## config.mk

```make
export PLATFORM = sky130hd
export DESIGN_NAME = regfile_wb_arbiter
export DESIGN_NICKNAME = d
export VERILOG_FILES = /design/src/rtl/regfile_wb_arbiter.sv
export SDC_FILE = /design/constraint.sdc
export NUM_CORES = 1
export LEC_CHECK = 0
export ABC_AREA = 0
export CAP_MARGIN = 10
export CELL_PAD_IN_SITES_DETAIL_PLACEMENT = 1
export CELL_PAD_IN_SITES_GLOBAL_PLACEMENT = 2
export CORE_ASPECT_RATIO = 0.7
export CORE_UTILIZATION = 25
export DETAILED_ROUTE_END_ITERATION = 10
export HOLD_SLACK_MARGIN = 0.12
export PLACE_DENSITY_LB_ADDON = 0.1
export SLEW_MARGIN = 0
export SYNTH_ARGS = -nofsm -noshare
export SYNTH_HDL_FRONTEND = slang
export SYNTH_SLANG_ARGS = --single-unit
export TNS_END_PERCENT = 10
```

## constraint.sdc

```tcl
create_clock -name clk -period 3.9 [get_ports clk]
set_clock_uncertainty 0.05 [all_clocks]
set_input_delay 0.39 -clock clk [delete_from_list [all_inputs] [get_ports clk]]
set_output_delay 0.39 -clock clk [all_outputs]
set_load 0.005 [all_outputs]
```

## src/rtl/regfile_wb_arbiter.sv

```systemverilog
// Writeback arbiter for the register file write port: round-robin grant among
// writeback sources, registered write port, and per-register busy scoreboard.
module regfile_wb_arbiter #(
    parameter int NREQ = 3,
    parameter int DW   = 16,
    parameter int AW   = 4
) (
    input  logic                 clk,
    input  logic                 reset,
    input  logic [NREQ-1:0]      req_valid,
    input  logic [NREQ*AW-1:0]   req_addr,
    input  logic [NREQ*DW-1:0]   req_data,
    output logic [NREQ-1:0]      req_ready,
    output logic                 rf_wr_en,
    output logic [AW-1:0]        rf_wr_addr,
    output logic [DW-1:0]        rf_wr_data,
    input  logic                 rsv_valid,
    input  logic [AW-1:0]        rsv_addr,
    output logic                 rsv_ok,
    input  logic [AW-1:0]        chk_addr_0,
    input  logic [AW-1:0]        chk_addr_1,
    output logic                 chk_busy_0,
    output logic                 chk_busy_1,
    output logic [(2**AW)-2:0]   busy_mask,
    output logic                 drop_r15,
    output logic                 err_unreserved
);

    localparam int             NREG     = 2**AW;
    localparam int             IW       = $clog2(NREQ);
    localparam logic [AW-1:0]  PC_ADDR  = AW'(NREG - 1);
    localparam logic [IW-1:0]  LAST_RST = IW'(NREQ - 1);
    localparam logic [NREG-1:0] ONE_HOT0 = {{(NREG-1){1'b0}}, 1'b1};

    logic [IW-1:0]   last_r;
    logic [NREQ-1:0] grant_s;
    logic [IW-1:0]   gidx_s;
    logic [IW-1:0]   idx_s;
    logic            hit_s;
    logic            xfer_s;
    logic [AW-1:0]   sel_addr_s;
    logic [DW-1:0]   sel_data_s;
    logic            wr_ok_s;

    logic [NREG-2:0] busy_r;
    logic [NREG-1:0] busy_ext_s;
    logic [NREG-1:0] clr_s;
    logic [NREG-1:0] set_s;
    logic [NREG-2:0] busy_nxt_s;
    logic            rsv_ok_s;

    logic            rf_wr_en_r;
    logic [AW-1:0]   rf_wr_addr_r;
    logic [DW-1:0]   rf_wr_data_r;
    logic            drop_r15_r;
    logic            err_unreserved_r;

    // Round-robin grant: scan from last+1 upward, first valid requester wins.
    always_comb begin
        grant_s = '0;
        gidx_s  = last_r;
        idx_s   = '0;
        hit_s   = 1'b0;
        xfer_s  = 1'b0;
        for (int k = 1; k <= NREQ; k++) begin
            idx_s          = IW'((int'(last_r) + k) % NREQ);
            hit_s          = ~xfer_s & req_valid[idx_s];
            grant_s[idx_s] = hit_s;
            gidx_s         = hit_s ? idx_s : gidx_s;
            xfer_s         = xfer_s | hit_s;
        end
        sel_addr_s = req_addr[gidx_s*AW +: AW];
        sel_data_s = req_data[gidx_s*DW +: DW];
        wr_ok_s    = xfer_s & (sel_addr_s != PC_ADDR);
    end

    // Scoreboard next state; r15 is never busy so it reads as zero here.
    always_comb begin
        busy_ext_s = {1'b0, busy_r};
        rsv_ok_s   = (rsv_addr != PC_ADDR) & ~busy_ext_s[rsv_addr];
        clr_s      = rf_wr_en_r ? (ONE_HOT0 << rf_wr_addr_r) : '0;
        set_s      = (rsv_valid & rsv_ok_s) ? (ONE_HOT0 << rsv_addr) : '0;
        busy_nxt_s = (busy_r & ~clr_s[NREG-2:0]) | set_s[NREG-2:0];
    end

    // Arbitration pointer, registered write port, scoreboard and status pulses.
    always_ff @(posedge clk or negedge reset) begin
        if (!reset) begin
            last_r           <= LAST_RST;
            rf_wr_en_r       <= 1'b0;
            rf_wr_addr_r     <= '0;
            rf_wr_data_r     <= '0;
            busy_r           <= '0;
            drop_r15_r       <= 1'b0;
            err_unreserved_r <= 1'b0;
        end else begin
            last_r           <= xfer_s ? gidx_s : last_r;
            rf_wr_en_r       <= wr_ok_s;
            if (wr_ok_s) begin
                rf_wr_addr_r <= sel_addr_s;
                rf_wr_data_r <= sel_data_s;
            end else begin
                rf_wr_addr_r <= rf_wr_addr_r;
                rf_wr_data_r <= rf_wr_data_r;
            end
            busy_r           <= busy_nxt_s;
            drop_r15_r       <= xfer_s & (sel_addr_s == PC_ADDR);
            err_unreserved_r <= wr_ok_s & ~busy_ext_s[sel_addr_s];
        end
    end

    assign req_ready      = grant_s;
    assign rsv_ok         = rsv_ok_s;
    assign chk_busy_0     = busy_ext_s[chk_addr_0];
    assign chk_busy_1     = busy_ext_s[chk_addr_1];
    assign busy_mask      = busy_r;
    assign rf_wr_en       = rf_wr_en_r;
    assign rf_wr_addr     = rf_wr_addr_r;
    assign rf_wr_data     = rf_wr_data_r;
    assign drop_r15       = drop_r15_r;
    assign err_unreserved = err_unreserved_r;

endmodule

```

* Word-level counts from Yosys, hierarchy flattened
Index checks and enable logic that the tools add are counted.
** Cells by class
- $add $sub $neg :: 3
- Divide/modulo/power cells :: 3
- Order comparisons :: 10
- Eq/ne operators :: 3
- Shift-type cells :: 4
- Multiplexer cells :: 27
- Bitwise logic cells :: 17
- Reduce and logical (&&, ||, !) cells :: 3
** Operators by type and width (count)
- 32-bit by 3-bit remainder unit with 32-bit output (second input constant) :: 3
- 48-bit by 7-bit indexed part select with 16-bit output :: 1
- 15-bit 2-to-1 mux :: 2
- 1-bit by 4-bit left shift with 15-bit output (first input constant) :: 2
- 4-bit by 5-bit < comparator with 1-bit output (second input constant) :: 4
- 1-bit binary-select mux with 4-bit select :: 4
- 15-bit AND :: 1
- 15-bit inverter :: 1
- 15-bit OR :: 1
- 12-bit by 5-bit indexed part select with 4-bit output :: 1
- 1-bit 2-to-1 mux :: 10
- 2-bit by 3-bit < comparator with 1-bit output (second input constant) :: 3
- 4-bit != test (second input constant) :: 2
- 1-bit AND :: 7
- 2-bit by 2-bit adder with 3-bit output (second input constant) :: 2
- 1-bit binary-select mux with 2-bit select :: 3
- 3-bit bitwise mux :: 2
- 1-bit demux with 2-bit select :: 3
- 2-bit by 1-bit greater-or-equal comparator with 1-bit output (second input constant) :: 3
- 2-bit 2-to-1 mux :: 3
- 4-bit == test (second input constant) :: 1
- 1-bit inverter :: 4
- 2-bit by 1-bit adder with 3-bit output (second input constant) :: 1
- 3-bit AND :: 1
- other kinds (2) :: 5
** Word-level totals
- Register bits after elaboration :: 40
- Input bits :: 78
- Output and inout bits :: 44

* Logic depth before layout (Yosys ltp)
Gate-level depths: netlist of the first run.
- Depth in word-level cells :: 15
- Depth in mapped cells :: 14
- Gate-level depth less buffers :: 11

* Least setup slack after synthesis of the first run
OpenSTA, ideal clock, no wires.
- Kind :: reg2reg
- Start :: register last_r[0]
- End :: register rf_wr_addr_r[3], in the netlist rf_wr_addr[3]
- Setup time :: 125 ps
- Arrival :: 3221 ps
- Required time :: 3725 ps
- Setup slack :: 504 ps
- Cell stages (with the launch flop) :: 14
- Path buffers :: 2
- Cell sequence :: dfrtp_1 -> inv_1 -> ha_1 -> mux2i_1 -> o21ai_1 -> or3_4 -> o22a_1 -> buf_6 -> mux2i_1 -> o2bb2ai_2 -> nand2_2 -> o31a_4 -> buf_6 -> mux2_4
** Between the ends
- Cells in the longest elaborated chain, start to end :: 13
- Elaborated cells between the ends (all ways) :: 24
- Those cells by class :: 3 x add/sub; 3 x div; 1 x eq/ne; 1 x shift; 9 x mux; 7 x bitwise
** RTL lines
- start: declaration :: line 35 : logic [IW-1:0] last_r;
- start signal: assignment :: line 97 : last_r <= xfer_s ? gidx_s : last_r;
- 2-bit by 1-bit adder with 3-bit output :: line 66 : idx_s = IW'((int'(last_r) + k) % NREQ);
- 32-bit by 3-bit remainder unit with 32-bit output :: line 66
- 1-bit binary-select mux with 2-bit select :: line 67 : hit_s = ~xfer_s & req_valid[idx_s];
- 1-bit 2-to-1 mux (not written as such) :: line 67
- 1-bit inverter :: line 67
- 1-bit AND :: line 67
- 1-bit OR :: line 70 : xfer_s = xfer_s | hit_s;
- 1-bit inverter :: line 67
- 1-bit AND :: line 67
- 2-bit 2-to-1 mux :: line 69 : gidx_s = hit_s ? idx_s : gidx_s;
- 12-bit by 5-bit indexed part select with 4-bit output :: line 72 : sel_addr_s = req_addr[gidx_s*AW +: AW];
- 4-bit != test :: line 74 : wr_ok_s = xfer_s & (sel_addr_s != PC_ADDR);
- 1-bit AND :: line 74
- end signal: assignment :: line 100 : rf_wr_addr_r <= sel_addr_s;
- end signal: assignment :: line 103 : rf_wr_addr_r <= rf_wr_addr_r;
- end: declaration :: line 53 : logic [AW-1:0] rf_wr_addr_r;
Parallel ways exist; a longest one is shown, timed or not. The select of a mux whose other input is x is not followed.
A chain may end at the register's enable or synchronous reset.

* Worst setup path after layout of the first run
- Start :: register last_r[1]
- End :: register rf_wr_data_r[9], in the netlist rf_wr_data[9]
** Between the ends
- Cells in the longest elaborated chain, start to end :: 13
- Elaborated cells between the ends (all ways) :: 25
- Those cells by class :: 3 x add/sub; 3 x div; 1 x eq/ne; 2 x shift; 9 x mux; 7 x bitwise
** RTL lines
- 2-bit by 1-bit adder with 3-bit output :: line 66
- 32-bit by 3-bit remainder unit with 32-bit output :: line 66
- 1-bit binary-select mux with 2-bit select :: line 67
- 1-bit 2-to-1 mux (not written as such) :: line 67
- 1-bit inverter :: line 67
- 1-bit AND :: line 67
- 1-bit OR :: line 70
- 1-bit inverter :: line 67
- 1-bit AND :: line 67
- 2-bit 2-to-1 mux :: line 69
- 12-bit by 5-bit indexed part select with 4-bit output :: line 72
- 4-bit != test :: line 74
- 1-bit AND :: line 74
- end signal: assignment :: line 101 : rf_wr_data_r <= sel_data_s;
- end signal: assignment :: line 104 : rf_wr_data_r <= rf_wr_data_r;
- end: declaration :: line 54 : logic [DW-1:0] rf_wr_data_r;
Parallel ways exist; a longest one is shown, timed or not. The select of a mux whose other input is x is not followed.

==> results of run 1 <==
## Yosys cell counts, types with 2 or more instances
library cell and instances:
mux2_4 17, o21ai_0 56, nor4_1 2, inv_1 7
clkbuf_1 5, and3_1 9, o22a_1 2, buf_2 3
o2bb2ai_1 2, a211o_1 2, nand3b_1 5, or2_2 2
o211ai_1 2, dfrtp_1 39, ha_1 4, nand2_1 31
nand3_1 3, a211oi_1 2, o21a_1 2, nor3_1 2
mux2_2 4, mux2i_1 26, o22ai_1 6, a21oi_1 7
mux4_2 11, buf_6 3, nor2b_1 2, nor2_1 7
nand2b_1 7, or3_1 2, o21ai_1 2, a2bb2oi_1 3
a2111oi_0 3
## metal layers
layer | track usage (%) | up-vias | wire, um
li1 | - | 1395 | -
met1 | 25.5 | 1428 | 5310
met2 | 26.9 | 89 | 4670
met3 | 4.82 | 2 | 872
met4 | 3.54 | 0 | 37
met5 | 0 | - | 0
## worst paths after layout
check / endpoint / slack (ps) / cells after the start / start
max: rf_wr_data[9]$_DFFE_PN0P_ / 200 / 11 / last_r[1]$_DFFE_PN1P_
min: busy_mask[2]$_DFF_PN0_ / 200 / 1 / reset
max reg2reg: rf_wr_data[9]$_DFFE_PN0P_ / 200 / 11 / last_r[1]$_DFFE_PN1P_
min reg2reg: rf_wr_data[0]$_DFFE_PN0P_ / 460 / 1 / rf_wr_data[0]$_DFFE_PN0P_
max in group asynchronous: last_r[0]$_DFFE_PN0P_ / 2980 / 1 / reset
min in group clk: rf_wr_data[0]$_DFFE_PN0P_ / 460 / 1 / rf_wr_data[0]$_DFFE_PN0P_
## timing repair
item | 4_1_cts | 5_1_grt
endpoints found under the setup margin | 0 | 21
resized for setup | 0 | 8
setup buffers | 0 | 0
## kinds of logic after synthesis
kind of cell / after synthesis
AO/OA/AOI/OAI: 97
adder cells (fa/ha/maj): 4
buffers and inverters: 19
flip-flops: 40
multiplexers: 58
AND/OR/NAND/NOR: 79
## where the power goes
group / internal (W) / total, W / switching (W)
clock network: 0.000255 / 0.000406 / 0.000151
registers: 0.000644 / 0.000933 / 0.000289
logic: 0.00166 / 0.00306 / 0.00140
total: 0.00256 / 0.00440 / 0.00184
## critical path, cell delays in order, from the launching register on
cell	delay, ps
dfstp_2	570
inv_1	70
ha_1	260
mux2i_2	310
o22ai_1	180
or3_4	460
o22a_2	340
mux2i_1	190
o2bb2ai_2	220
nand2_2	120
o31a_4	470
mux2_4	330
## layout make-up
| cell class | count | area [um2] | area share [%] |
|---|---|---|---|
| clock buffers | 8 | 146 | 3.20 |
| inverters | 7 | 26.3 | 0.574 |
| multi-input cells | 239 | 1930 | 42.1 |
| flip-flops and latches | 40 | 1000 | 21.9 |
| well taps | 153 | 191 | 4.18 |
| repair buffers | 131 | 1280 | 28.0 |
## registers in the layout, indices dropped and copies added, names as in the netlist
name and flops:
drop_r15 1, err_unreserved 1, rf_wr_en 1, busy_mask 15
rf_wr_addr 4, last_r 2, rf_wr_data 16
## placed cells by master, fill, tap and decap left out, types with 3 or more instances in the layout
cell,n
mux2_4,17
nand2_1,31
o21ai_0,56
a2111oi_0,3
nand3b_1,5
mux2_2,4
mux4_2,11
mux2i_1,25
o22ai_1,5
nand3_1,3
buf_4,10
a21oi_1,5
clkdlybuf4s50_1,120
clkbuf_16,5
a2bb2oi_1,3
nor2_1,7
and3_1,9
nand2b_1,7
inv_1,7
ha_1,3
dfrtp_1,38
## metrics by stage
| stage | setup slack, ps | cells | power (W) |
|---|---|---|---|
| 2_1_floorplan | 504 | 297 | 0.00276 |
| 3_3_place_gp | 171 | 569 | 0.00392 |
| 3_5_place_dp | 87.7 | 569 | 0.00393 |
| 4_1_cts | 68.0 | 577 | 0.00436 |
| 5_1_grt | 13.3 | 578 | 0.00474 |
| 6_report | 202 | 578 | 0.00440 |
==> results.txt, run 1 <==
run status = finished clean
worst vdd ir = 353 uV
Setup CP Type = reg -> reg
unrepaired setup endpoints after global routing = no
Global Route Usage Sum = 17.9%
CP Launch Type = flip-flop
syn_nets = 379
max-slew violation count = 0
leakage power = 1.89 nW
die area = 0.0124 mm2
Yosys reg bits = 40
max cap viols = 0
P per Cell Area = 962 mW/mm2
CTS sink cnt = 40
H-tree levels = 2
HP Class = in -> async
CTS Root Buffer Type = clkbuf_16
CP endpoint kind = flip-flop
post-synthesis simple-gate area fraction = 14.0%
ys async rst share = 100%
wire length per cell = 18.8 um
Rel. slew slack = 39.5%
Routed Antenna Nets = 0
CTS tree = yes
final hold slack = 197 ps
CTS clk-pin slew, worst paths = 60 ps
Clock Path Buffers = 2
DP Area = 0.00439 mm2
top-area cell type share of the netlist area = 32.7%
Iter 0 DRT Violations = 166
final setup violation count = 0
distinct cell type count after synthesis = 50
cell taking the most area after synthesis = dfrtp_1
Post-synth EDFFs = 0
final hold vios = 0
cts hold-fix bufs = 0
Final Instance Area = 0.00458 mm2
initial antenna violation count = 0
Post-Synthesis Cells = 297
Placer Congestion = 0.866
syn_area_per_cell = 10.1 um2
post-synthesis sequential area ratio = 33.6%
sum of negative setup slack = 0 ps
top_reg_cell synth = dfrtp_1
Adder-Cell Fraction of Synth Area = 1.68%
first-pass GRT wire length = 17.2 mm
Vias = 2914
largest net degree at the start of global routing = 41
starting density of the core = 26.4%
multiplexer share of the synthesized area = 27.1%
Mapped Area = 0.00299 mm2
Congestion Overflow GR = 0
synthesis-to-layout area growth = 53.2%
Ys Warns = 0
vias in the first global route = 3037
final period utilization = 94.8%
main combinational cell family by area after synthesis = multiplexers
DP HPWL = 8.38 mm
dominant cells by area after synthesis = dfrtp_1 (33%), o21ai_0 (9.4%), mux2i_1 (8.7%), mux2_4 (8.5%), mux4_2 (8.3%)
final core utilization = 40.4%
Worst Max-Slew Pin Slew = 908 ps
drt first pass iters = 4
clk_lat worst skew = 280 ps
NumNets Final = 506
num rows = 32
core area = 0.0113 mm2
vias per cell = 5.04
fraction of layout cells with a size suffix above 1 = 16.0%
Die Height = 93.4 um
TritonCTS Buffers = 5
diode count = 0
filler cell count in the final layout = 1262
CP Max Fanout = 11
Compound-Gate Fraction of Synth Area = 20.3%
Max Freq = 0.270 GHz
Die Width = 133 um
Arr. time, crit path = 3800 ps
Post-Synth XOR/XNOR Area = 0%
I/O pin cnt = 122
Post-route DRC = 0
Worst Path Required = 4010 ps
IO buf count = 121
final wirelength = 10.9 mm
Min Clock Period, post-route = 3700 ps
(Power assumes the default switching activity.)
==> run 2, diff against run 1 <==
--- a/config.mk
+++ b/config.mk
@@ -11,6 +11,7 @@
 export CELL_PAD_IN_SITES_GLOBAL_PLACEMENT = 2
 export CORE_ASPECT_RATIO = 0.7
 export CORE_UTILIZATION = 25
+export CTS_CLUSTER_SIZE = 24
 export DETAILED_ROUTE_END_ITERATION = 10
 export HOLD_SLACK_MARGIN = 0.12
 export PLACE_DENSITY_LB_ADDON = 0.1
==> results of run 2 <==
Same layout as run 1: the final DEF is identical, and so are final timing and power.
==> run 3, diff against run 2 <==
--- a/config.mk
+++ b/config.mk
@@ -13,8 +13,10 @@
 export CORE_UTILIZATION = 25
 export CTS_CLUSTER_SIZE = 24
 export DETAILED_ROUTE_END_ITERATION = 10
+export GPL_TIMING_DRIVEN = 0
 export HOLD_SLACK_MARGIN = 0.12
 export PLACE_DENSITY_LB_ADDON = 0.1
+export SKIP_LAST_GASP = 1
 export SLEW_MARGIN = 0
 export SYNTH_ARGS = -nofsm -noshare
 export SYNTH_HDL_FRONTEND = slang
==> results.txt, run 3 (same netlist as run 1, synthesis figures left out) <==
reg2reg start = last_r[0]$_DFFE_PN0P_
Die Width = 133 um (unchanged)
Post-route DRC = 0 (unchanged)
CTS clk-pin slew, worst paths = 60 ps (about the same)
Worst Max-Slew Pin Slew = 626 ps (-282 ps)
TritonCTS Buffers = 5 (unchanged)
Congestion Overflow GR = 0 (unchanged)
Clock Power Share = 10.2% (+1.0 points)
wire length per cell = 18.4 um (-2.5%)
Vias = 2921 (+0.24%)
Iter 0 DRT Violations = 109 (-34%)
filler cell count in the final layout = 1250 (-0.95%)
initial antenna violation count = 0 (unchanged)
HP Class = reg -> reg
combinational cell fraction of total power = 69.2% (-0.4 points)
CTS sink cnt = 40 (unchanged)
max reg flops = 16 (unchanged)
final hold vios = 0 (unchanged)
Die Height = 93.4 um (unchanged)
vias in the first global route = 3031 (-0.20%)
most frequent cells in the layout = clkdlybuf4s50_1 (119), o21ai_0 (56), dfrtp_1 (39)
Placer Congestion = 0.813 (-6.1%)
Arr. time, crit path = 3810 ps (about the same)
unrepaired setup endpoints after global routing = yes
worst vdd ir = 360 uV (+2.0%)
Setup CP Type = reg -> reg
internal cell power = 0.00264 W (+3.0%)
first-pass GRT wire length = 17.0 mm (-1.3%)
DP HPWL = 8.34 mm (-0.45%)
run status = finished clean
CP Launch Type = flip-flop
Worst Path Required = 4010 ps (about the same)
Min Clock Period, post-route = 3700 ps (+4.82 ps)
sequential share of power = 20.6% (-0.6 points)
final wirelength = 10.7 mm (-1.5%)
Cells after DPL = 571 (+0.35%)
net load switching power = 0.00186 W (+1.0%)
min-delay src = rf_wr_data[0]$_DFFE_PN0P_
die area = 0.0124 mm2 (unchanged)
vias per cell = 5.00 (-0.79%)
Max Freq = 0.270 GHz (-0.13%)
Routed Antenna Nets = 0 (unchanged)
fraction of layout cells with a size suffix above 1 = 16.7% (+0.71 points)
max cap viols = 0 (unchanged)
CP endpoint kind = flip-flop
NumNets Final = 512 (+1.2%)
I/O pin cnt = 122 (unchanged)
max-slew violation count = 0 (unchanged)
IO buf count = 120 (-0.83%)
synthesis-to-layout area growth = 56.1%
Rel. slew slack = 58.1% (+19 points)
Global Route Usage Sum = 17.6% (-0.26 points)
CTS tree = yes
starting density of the core = 26.4% (unchanged)
DP Area = 0.00439 mm2 (about the same)
crit path setup slack, layout = 197 ps (-4.82 ps)
CTS Root Buffer Type = clkbuf_16
pre-CTS setup slack = -87.9 ps (-176 ps)
drt first pass iters = 4 (unchanged)
leakage power = 1.91 nW (+1.2%)
final setup violation count = 0 (unchanged)
largest net degree at the start of global routing = 31 (-24%)
H-tree levels = 2 (unchanged)
Clock Path Buffers = 2 (unchanged)
commonest non-fill, non-tap cell in the layout = clkdlybuf4s50_1
P per Cell Area = 965 mW/mm2 (+0.34%)
diode count = 0 (unchanged)
Post-Layout Cell Count = 584 (+1.0%)
Switching Fraction = 41.4% (-0.47 points)
crit path from = last_r[0]$_DFFE_PN0P_
CP Max Fanout = 10 (-1)
num rows = 32 (unchanged)
final period utilization = 95.0% (+0.12 points)
clk_lat worst skew = 280 ps (about the same)
Final Instance Area = 0.00466 mm2 (+1.8%)
core area = 0.0113 mm2 (unchanged)
-- run 3: cell types whose count changed in the layout (fill, tap and decap cells not counted), sizes merged --
| cell | previous run | this run |
|---|---|---|
| o31a | 2 | 1 |
| clkdlybuf4s50 | 120 | 119 |
| dlygate4sd3 | 0 | 1 |
| clkinv | 0 | 1 |
| buf | 11 | 13 |
| bufinv | 0 | 1 |
| clkbuf | 8 | 11 |
-- run 3: what timing repair did --
item                                   4_1_cts  5_1_grt
setup endpoints to repair                   17       21
setup buffers                                0        4
endpoints found under the hold margin       10        0
gates resized for setup                      3       12
pin swaps                                    0        1
hold buffers                                 1        0
-- run 3: power by group through the flow --
stage,logic (W),clock network (W),registers (W)
2_1_floorplan,0.00193,0,0.000825
3_3_place_gp,0.00296,0,0.000926
3_5_place_dp,0.00298,0,0.000923
4_1_cts,0.00303,0.000469,0.000926
5_1_grt,0.00340,0.000486,0.000958
6_report,0.00311,0.000459,0.000927
-- run 3: metal layers --
layer	share of wire, %	wire length [um]	track usage, %
met1	50	5370	25.3
met2	43	4620	26.8
met3	6.5	695	4.44
met4	0.35	38	2.87
met5	0	0	0
-- run 3: stage by stage --
step	utilization [%]	hold slack, ps	power (W)	TNS (ps)
finish	41.1	463	0.00450	0
global route	41.1	479	0.00485	-96.4
CTS	40.5	469	0.00442	0
floorplan	-	44.4	0.00276	0
global placement	38.6	441	0.00388	-1210
detailed placement	38.8	251	0.00391	-1350
-- run 3: critical path: stages (launching register included) --
cell	delay, ps
dfrtp_1	430
inv_1	120
ha_1	370
mux2i_1	280
o21ai_2	180
or3_4	460
o22a_1	220
buf_6	150
a21oi_4	230
o2bb2ai_4	210
nand2_2	100
o31a_4	300
buf_6	170
mux2_4	300
-- run 3: final cells by class --
| class | instances | area (um2) | share of cell area [%] |
|---|---|---|---|
| multi-input combinational | 238 | 1940 | 41.7 |
| timing repair buffer | 126 | 1260 | 27.0 |
| sequential | 40 | 1000 | 21.5 |
| tap | 153 | 191 | 4.11 |
| clock buffer | 6 | 129 | 2.77 |
| buffer | 12 | 77.6 | 1.66 |
| clock inverter | 2 | 35.0 | 0.752 |
| inverter | 7 | 26.3 | 0.564 |
-- run 3: worst paths after layout --
path / slack (ps) / cells past startpoint / to
max: 200 / 13 / rf_wr_data[6]$_DFFE_PN0P_
min: 460 / 1 / rf_wr_data[0]$_DFFE_PN0P_
max reg2reg: 200 / 13 / rf_wr_data[6]$_DFFE_PN0P_
min reg2reg: 460 / 1 / rf_wr_data[0]$_DFFE_PN0P_
max in group asynchronous: 2770 / 3 / last_r[1]$_DFFE_PN1P_
min in group asynchronous: 490 / 2 / busy_mask[10]$_DFF_PN0_
